`config.mk`:
```
export PLATFORM = sky130hd
export DESIGN_NAME = alu_arbiter_flat
export DESIGN_NICKNAME = d
export VERILOG_FILES = /design/src/rtl/alu_arbiter_if.sv /design/src/rtl/alu_arbiter.sv /design/src/flat_wrapper.sv
export SDC_FILE = /design/constraint.sdc
export NUM_CORES = 1
export LEC_CHECK = 0
export BUFFER_PORTS_ARGS = -buffer_cell sky130_fd_sc_hd__buf_2
export CAP_MARGIN = 20
export CORE_UTILIZATION = 44
export CTS_BUF_LIST = sky130_fd_sc_hd__clkbuf_4
export DETAILED_ROUTE_END_ITERATION = 7
export PLACE_DENSITY = 0.77
export SYNTH_ARGS = -nofsm -noshare
export SYNTH_HDL_FRONTEND = slang
export SYNTH_SLANG_ARGS = --single-unit
```
`constraint.sdc`:
```
create_clock -name clk -period 1.65 [get_ports clk]
set_input_delay 0.2475 -clock clk [delete_from_list [all_inputs] [get_ports clk]]
set_output_delay 0.2475 -clock clk [all_outputs]
set_load 0.02 [all_outputs]
```
`src/rtl/alu_arbiter_if.sv`:
```
// alu_arbiter_if: request, ALU and response channels of alu_arbiter
// slave  : arbiter side (accepts requests, drives the ALU inputs and the response)
// master : environment side (requesters, ALU, response consumer)
interface alu_arbiter_if #(parameter int DATA_W = 16, parameter int SEL_W = 4);
  logic              req0_valid, req0_ready;
  logic [DATA_W-1:0] req0_a, req0_b;
  logic [SEL_W-1:0]  req0_op;
  logic              req1_valid, req1_ready;
  logic [DATA_W-1:0] req1_a, req1_b;
  logic [SEL_W-1:0]  req1_op;
  logic [DATA_W-1:0] alu_in1, alu_in2, alu_out1, alu_out2;
  logic [SEL_W-1:0]  alu_select;
  logic              alu_overflow;
  logic              rsp_valid, rsp_ready, rsp_id, rsp_overflow;
  logic [DATA_W-1:0] rsp_out1, rsp_out2;
  modport slave (
    input  req0_valid, req0_a, req0_b, req0_op, req1_valid, req1_a, req1_b, req1_op,
    output req0_ready, req1_ready,
    output alu_in1, alu_in2, alu_select,
    input  alu_out1, alu_out2, alu_overflow,
    output rsp_valid, rsp_id, rsp_out1, rsp_out2, rsp_overflow,
    input  rsp_ready
  );
  modport master (
    output req0_valid, req0_a, req0_b, req0_op, req1_valid, req1_a, req1_b, req1_op,
    input  req0_ready, req1_ready,
    input  alu_in1, alu_in2, alu_select,
    output alu_out1, alu_out2, alu_overflow,
    input  rsp_valid, rsp_id, rsp_out1, rsp_out2, rsp_overflow,
    output rsp_ready
  );
endinterface

```
`src/rtl/alu_arbiter.sv`:
```
// alu_arbiter: round-robin sharing of one multi-cycle ALU between two requesters
// clk        : system clock, rising edge
// rst_n      : asynchronous active-low reset
// bus        : alu_arbiter_if.slave (req0/req1 valid/ready, ALU drive/sample, response valid/ready)
// ovf_clr    : clears ovf_sticky (only with ALU_ARB_OVF_STICKY_EN)
// ovf_sticky : set by any captured overflow (only with ALU_ARB_OVF_STICKY_EN)
module alu_arbiter #(
  parameter int DATA_W      = 16,
  parameter int SEL_W       = 4,
  parameter int ALU_LATENCY = 1
) (
  input logic clk,
  input logic rst_n,
  alu_arbiter_if.slave bus
`ifdef ALU_ARB_OVF_STICKY_EN
  ,
  input  logic ovf_clr,
  output logic ovf_sticky
`endif
);
  typedef enum logic [1:0] {IDLE, EXEC, RESP} state_t;
  state_t            r_state, w_next;
  logic              r_ptr, r_id, r_rsp_valid, r_ovf;
  logic [3:0]        r_cnt;
  logic [DATA_W-1:0] r_in1, r_in2, r_out1, r_out2;
  logic [SEL_W-1:0]  r_sel;
  logic              w_g0, w_g1, w_acc, w_cap, w_rel;
  always_comb begin
    w_g0   = bus.req0_valid & (~bus.req1_valid | ~r_ptr);
    w_g1   = bus.req1_valid & (~bus.req0_valid | r_ptr);
    w_acc  = r_state == IDLE & (w_g0 | w_g1);
    w_cap  = r_state == EXEC & r_cnt == 4'(ALU_LATENCY - 1);
    w_rel  = r_state == RESP & bus.rsp_ready;
    w_next = w_acc ? EXEC : w_cap ? RESP : w_rel ? IDLE : r_state;
  end
  always_ff @(posedge clk or negedge rst_n)
    if (!rst_n) r_state <= IDLE;
    else r_state <= w_next;
  always_ff @(posedge clk or negedge rst_n)
    if (!rst_n) begin
      r_ptr       <= 1'b0;
      r_id        <= 1'b0;
      r_rsp_valid <= 1'b0;
      r_ovf       <= 1'b0;
      r_cnt       <= '0;
      r_in1       <= '0;
      r_in2       <= '0;
      r_sel       <= '0;
      r_out1      <= '0;
      r_out2      <= '0;
    end else begin
      if (w_acc) begin
        r_in1 <= w_g1 ? bus.req1_a : bus.req0_a;
        r_in2 <= w_g1 ? bus.req1_b : bus.req0_b;
        r_sel <= w_g1 ? bus.req1_op : bus.req0_op;
        r_id  <= w_g1;
        r_cnt <= '0;
      end
      if (r_state == EXEC) r_cnt <= r_cnt + 4'd1;
      if (w_cap) begin
        r_out1      <= bus.alu_out1;
        r_out2      <= bus.alu_out2;
        r_ovf       <= bus.alu_overflow;
        r_rsp_valid <= 1'b1;
      end
      if (w_rel) begin
        r_rsp_valid <= 1'b0;
        r_ptr       <= ~r_id;
      end
    end
  // ready is gated by rst_n so it reads 0 while reset is held, even with valid high
  assign bus.req0_ready   = rst_n & r_state == IDLE & w_g0;
  assign bus.req1_ready   = rst_n & r_state == IDLE & w_g1;
  assign bus.alu_in1      = r_in1;
  assign bus.alu_in2      = r_in2;
  assign bus.alu_select   = r_sel;
  assign bus.rsp_valid    = r_rsp_valid;
  assign bus.rsp_id       = r_id;
  assign bus.rsp_out1     = r_out1;
  assign bus.rsp_out2     = r_out2;
  assign bus.rsp_overflow = r_ovf;
`ifdef ALU_ARB_OVF_STICKY_EN
  logic r_sticky;
  // a capture with overflow beats a simultaneous clear
  always_ff @(posedge clk or negedge rst_n)
    if (!rst_n) r_sticky <= 1'b0;
    else r_sticky <= (w_cap & bus.alu_overflow) | (r_sticky & ~ovf_clr);
  assign ovf_sticky = r_sticky;
`endif
endmodule

```
`src/flat_wrapper.sv`:
```
// flat-port wrapper written by rule: the top's interface ports become plain ports
module alu_arbiter_flat 
#(
  parameter int DATA_W      = 16,
  parameter int SEL_W       = 4,
  parameter int ALU_LATENCY = 1
)
  (clk, rst_n, bus_req0_valid, bus_req0_a, bus_req0_b, bus_req0_op, bus_req1_valid, bus_req1_a, bus_req1_b, bus_req1_op, bus_req0_ready, bus_req1_ready, bus_alu_in1, bus_alu_in2, bus_alu_select, bus_alu_out1, bus_alu_out2, bus_alu_overflow, bus_rsp_valid, bus_rsp_id, bus_rsp_out1, bus_rsp_out2, bus_rsp_overflow, bus_rsp_ready);
  alu_arbiter_if #(.DATA_W(DATA_W), .SEL_W(SEL_W)) bus_i ();
  input logic clk;
  input logic rst_n;
  input wire logic [$bits(bus_i.req0_valid)-1:0] bus_req0_valid;
  input wire logic [$bits(bus_i.req0_a)-1:0] bus_req0_a;
  input wire logic [$bits(bus_i.req0_b)-1:0] bus_req0_b;
  input wire logic [$bits(bus_i.req0_op)-1:0] bus_req0_op;
  input wire logic [$bits(bus_i.req1_valid)-1:0] bus_req1_valid;
  input wire logic [$bits(bus_i.req1_a)-1:0] bus_req1_a;
  input wire logic [$bits(bus_i.req1_b)-1:0] bus_req1_b;
  input wire logic [$bits(bus_i.req1_op)-1:0] bus_req1_op;
  output wire logic [$bits(bus_i.req0_ready)-1:0] bus_req0_ready;
  output wire logic [$bits(bus_i.req1_ready)-1:0] bus_req1_ready;
  output wire logic [$bits(bus_i.alu_in1)-1:0] bus_alu_in1;
  output wire logic [$bits(bus_i.alu_in2)-1:0] bus_alu_in2;
  output wire logic [$bits(bus_i.alu_select)-1:0] bus_alu_select;
  input wire logic [$bits(bus_i.alu_out1)-1:0] bus_alu_out1;
  input wire logic [$bits(bus_i.alu_out2)-1:0] bus_alu_out2;
  input wire logic [$bits(bus_i.alu_overflow)-1:0] bus_alu_overflow;
  output wire logic [$bits(bus_i.rsp_valid)-1:0] bus_rsp_valid;
  output wire logic [$bits(bus_i.rsp_id)-1:0] bus_rsp_id;
  output wire logic [$bits(bus_i.rsp_out1)-1:0] bus_rsp_out1;
  output wire logic [$bits(bus_i.rsp_out2)-1:0] bus_rsp_out2;
  output wire logic [$bits(bus_i.rsp_overflow)-1:0] bus_rsp_overflow;
  input wire logic [$bits(bus_i.rsp_ready)-1:0] bus_rsp_ready;
  assign bus_i.req0_valid = bus_req0_valid;
  assign bus_i.req0_a = bus_req0_a;
  assign bus_i.req0_b = bus_req0_b;
  assign bus_i.req0_op = bus_req0_op;
  assign bus_i.req1_valid = bus_req1_valid;
  assign bus_i.req1_a = bus_req1_a;
  assign bus_i.req1_b = bus_req1_b;
  assign bus_i.req1_op = bus_req1_op;
  assign bus_req0_ready = bus_i.req0_ready;
  assign bus_req1_ready = bus_i.req1_ready;
  assign bus_alu_in1 = bus_i.alu_in1;
  assign bus_alu_in2 = bus_i.alu_in2;
  assign bus_alu_select = bus_i.alu_select;
  assign bus_i.alu_out1 = bus_alu_out1;
  assign bus_i.alu_out2 = bus_alu_out2;
  assign bus_i.alu_overflow = bus_alu_overflow;
  assign bus_rsp_valid = bus_i.rsp_valid;
  assign bus_rsp_id = bus_i.rsp_id;
  assign bus_rsp_out1 = bus_i.rsp_out1;
  assign bus_rsp_out2 = bus_i.rsp_out2;
  assign bus_rsp_overflow = bus_i.rsp_overflow;
  assign bus_i.rsp_ready = bus_rsp_ready;
  alu_arbiter #(.DATA_W(DATA_W), .SEL_W(SEL_W), .ALU_LATENCY(ALU_LATENCY)) u_core (.clk(clk), .rst_n(rst_n), .bus(bus_i));
endmodule
```
==> impl_metrics.py <==
metrics = {
    "status": {
        "status": "finished, final reports clean",
    },
    "finish": {
        "n_antenna_cell": 0,
        "layout_common_cells": "179 x buf_2, 78 x dfrtp_1, 36 x a311oi_1",
        "fill_cells": 675,
        "areaGrowthSynthToFinish_pct": 33.0,
        "final_util": 0.602,
        "final_cells": 580,
        "final_nets": 585,
        "layout_commonest_cell": "buf_2",
        "drive_above_1_share": 0.558,
    },
    "power": {
        "power.density_nw_per_um2": 2020,
        "leakagePower_nw": 2.41,
        "ir_worst_vdd_mv": 0.846,
        "p_total_w": 0.00999,
    },
    "sta": {
        "setup_viol": 0,
        "post-route-period-util": 0.992,
        "max-slew-margin-rel": 0.604,
        "min_period_ps": 1640,
        "finalHoldViolCount": 0,
        "setup_slack_ps": 12.7,
        "max_clock_freq_ghz": 0.611,
        "rsz0062_at_grt": "yes",
        "finClkSkew_ps": 11.9,
        "slew_violations": 0,
        "tightest_slew_ps": 594,
    },
    "yosys": {
        "synth_edf_count": 0,
        "syn-num-nets": 402,
        "ys.flop_type": "dfrtp_1",
        "synth_top_family_by_area": "compound AO/OA/AOI/OAI gates",
        "synth_warnings": 0,
        "synth_compound_area_frac": 0.246,
        "muxShareOfSynthArea": 0.132,
        "synth_xor_xnor_area_share": 0,
        "syn_inst": 290,
        "synth.avg_cell_area_sq_um": 12.8,
        "synth-simple-area-share": 0.0363,
        "ys_types": 33,
        "synth_area_sq_um": 3720,
        "ys_seq_elements": 78,
        "ys_async_sr_fraction": 1.00,
        "synth_fa_ha_area_frac": 0.00672,
        "seq_area_frac_synth": 0.525,
    },
    "place": {
        "dp_cells": 562,
        "place_hpwl_mm": 7.37,
        "dp_worst_setup_slack_ps": 91.0,
        "place_congestion": 0.775,
        "port_buffers": 182,
    },
    "detailed_routing": {
        "drc_errors": 0,
        "ant_nets": 0,
        "via_per_inst": 5.52,
        "wire_per_inst_microns": 17.8,
        "firstDrtPassIters": 4,
        "drt_iter0_markers": 139,
        "num_vias": 3201,
        "wl_mm": 10.3,
    },
    "floorplan": {
        "core.rowCount": 33,
        "die_y_microns": 94.0,
        "core_sq_um": 8220,
        "die-area_sq_um": 8830,
        "die_x_microns": 94.0,
        "pin_count": 183,
        "start_util": 0.453,
    },
    "job": {
        "max-cap-violations": 0,
    },
    "critical_path": {
        "worstSetupEndpointType": "output port",
        "setup.worst_path.class": "reg -> out",
        "start_kind": "register",
        "crit_path_max_fanout": 6,
        "cp.arrival_ps": 1390,
        "critical_path_required_ps": 1400,
    },
    "global_routing": {
        "grt_max_degree": 46,
        "grt_pass1_wl_mm": 15.9,
        "first_global_vias": 3260,
        "grt_antenna_before_repair": 0,
        "track_usage": 0.234,
        "grt_overflow": 0,
    },
    "clock_tree": {
        "clk_latency_ps": 410,
        "cts_max_path_buffers": 2,
        "htreeDepth": 3,
        "cts_tree": "built",
        "cts_made_buffers": 9,
        "clk_pin_slew_ps": 120,
        "cts-root-buf": "clkbuf_4",
        "cts.sinks": 78,
    },
    "min_path": {
        "hp-class": "in -> reg",
    },
}
## critical path, cell delays in order, from the launching register on
cell,delay (ps)
dfrtp_1,450
nor2_2,180
and4_1,230
buf_6,120
## flip-flops by register name (all words and copies together) (netlist names), 2 cells and up
name,count
u_core.bus.alu_in1,16
u_core.bus.alu_in2,16
u_core.bus.rsp_out1,16
u_core.bus.rsp_out2,16
u_core.bus.alu_select,4
u_core.r_cnt,4
u_core.r_state,2
## cell usage after synthesis, types with 2 or more instances
cell       instances  area [sq um]
clkbuf_1          14          52.6
inv_1              4          15.0
o21ai_0           35           175
o21ai_1            6          30.0
a2bb2oi_2          8           120
ha_1               2          25.0
nor2_1             3          11.3
buf_2              9          45.0
dfrtp_1           78          1950
mux2_2             6          67.6
nand2_1            7          26.3
a2bb2oi_1         28           245
nand2b_1           2          12.5
buf_6              7          78.8
mux2i_1            2          20.0
a311oi_1          36           315
mux2_4            27           405
## stage by stage
| stage | instance area [sq um] | hold WS (ps) | setup TNS, ps |
|---|---|---|---|
| final | 4950 | 58.6 | 0 |
| after global routing | 4950 | 19.8 | -133 |
| after CTS | 4910 | 40.6 | 0 |
| after detailed placement | 4760 | 325 | 0 |
| after global placement | 4760 | 314 | 0 |
| after floorplan | 3720 | -48.1 | 0 |
## cell families (layout without fill, tap and decap cells)
kind of cell	after synthesis	in the layout
adders and majority gates	2	2
DFF	78	78
muxes	35	35
and+or+nand+nor	22	22
AOI/OAI and AO/OA	117	117
buffers and inverters	36	221
## cell type report
cell class | count | area, sq um | area share
repair buffers | 203 | 1140 | 0.230
clock inverters | 4 | 51.3 | 0.0104
flip-flops and latches | 78 | 1950 | 0.394
multi-input cells | 176 | 1590 | 0.322
inverters | 5 | 18.8 | 0.00379
clock buffers | 9 | 67.6 | 0.0137
well taps | 105 | 131 | 0.0265
## routing by layer
| layer | track usage | part of all wire |
|---|---|---|
| met1 | 0.297 | 0.42 |
| met3 | 0.0542 | 0.054 |
| met5 | 0 | 0 |
| met2 | 0.401 | 0.52 |
| met4 | 0.0628 | 0.0087 |
## repair_timing
| item | 4_1_cts | 5_1_grt |
|---|---|---|
| pin swaps | 0 | 3 |
| setup buffers | 2 | 2 |
| hold buffers | 1 | 0 |
| endpoints found under the hold margin | 78 | 0 |
| setup endpoints to repair | 2 | 4 |
| gates resized for setup | 1 | 6 |
## where the power goes
group,switching (W),internal [W]
registers,0.000610,0.00290
logic,0.00285,0.00256
clock network,0.000629,0.000438
total,0.00409,0.00590
## worst paths after layout
path | from | end | slack (ps) | depth (start not counted)
hold / removal | bus_alu_out2[3] | u_core.bus.rsp_out2[3]$_DFFE_PN0P_ | 60 | 2
max in group asynchronous | rst_n | u_core.bus.alu_in2[10]$_DFFE_PN0P_ | 720 | 3
setup reg to reg | u_core.r_state[0]$_DFFE_PN0P_ | u_core.bus.alu_in1[5]$_DFFE_PN0P_ | 110 | 5
hold reg to reg | u_core.r_cnt[3]$_DFFE_PN0P_ | u_core.r_cnt[3]$_DFFE_PN0P_ | 490 | 1
setup / recovery | u_core.r_state[1]$_DFFE_PN0P_ | bus_req0_ready | 10 | 3
min in group asynchronous | rst_n | u_core.bus.rsp_out2[7]$_DFFE_PN0P_ | 440 | 3
(Power assumes the default switching activity.)
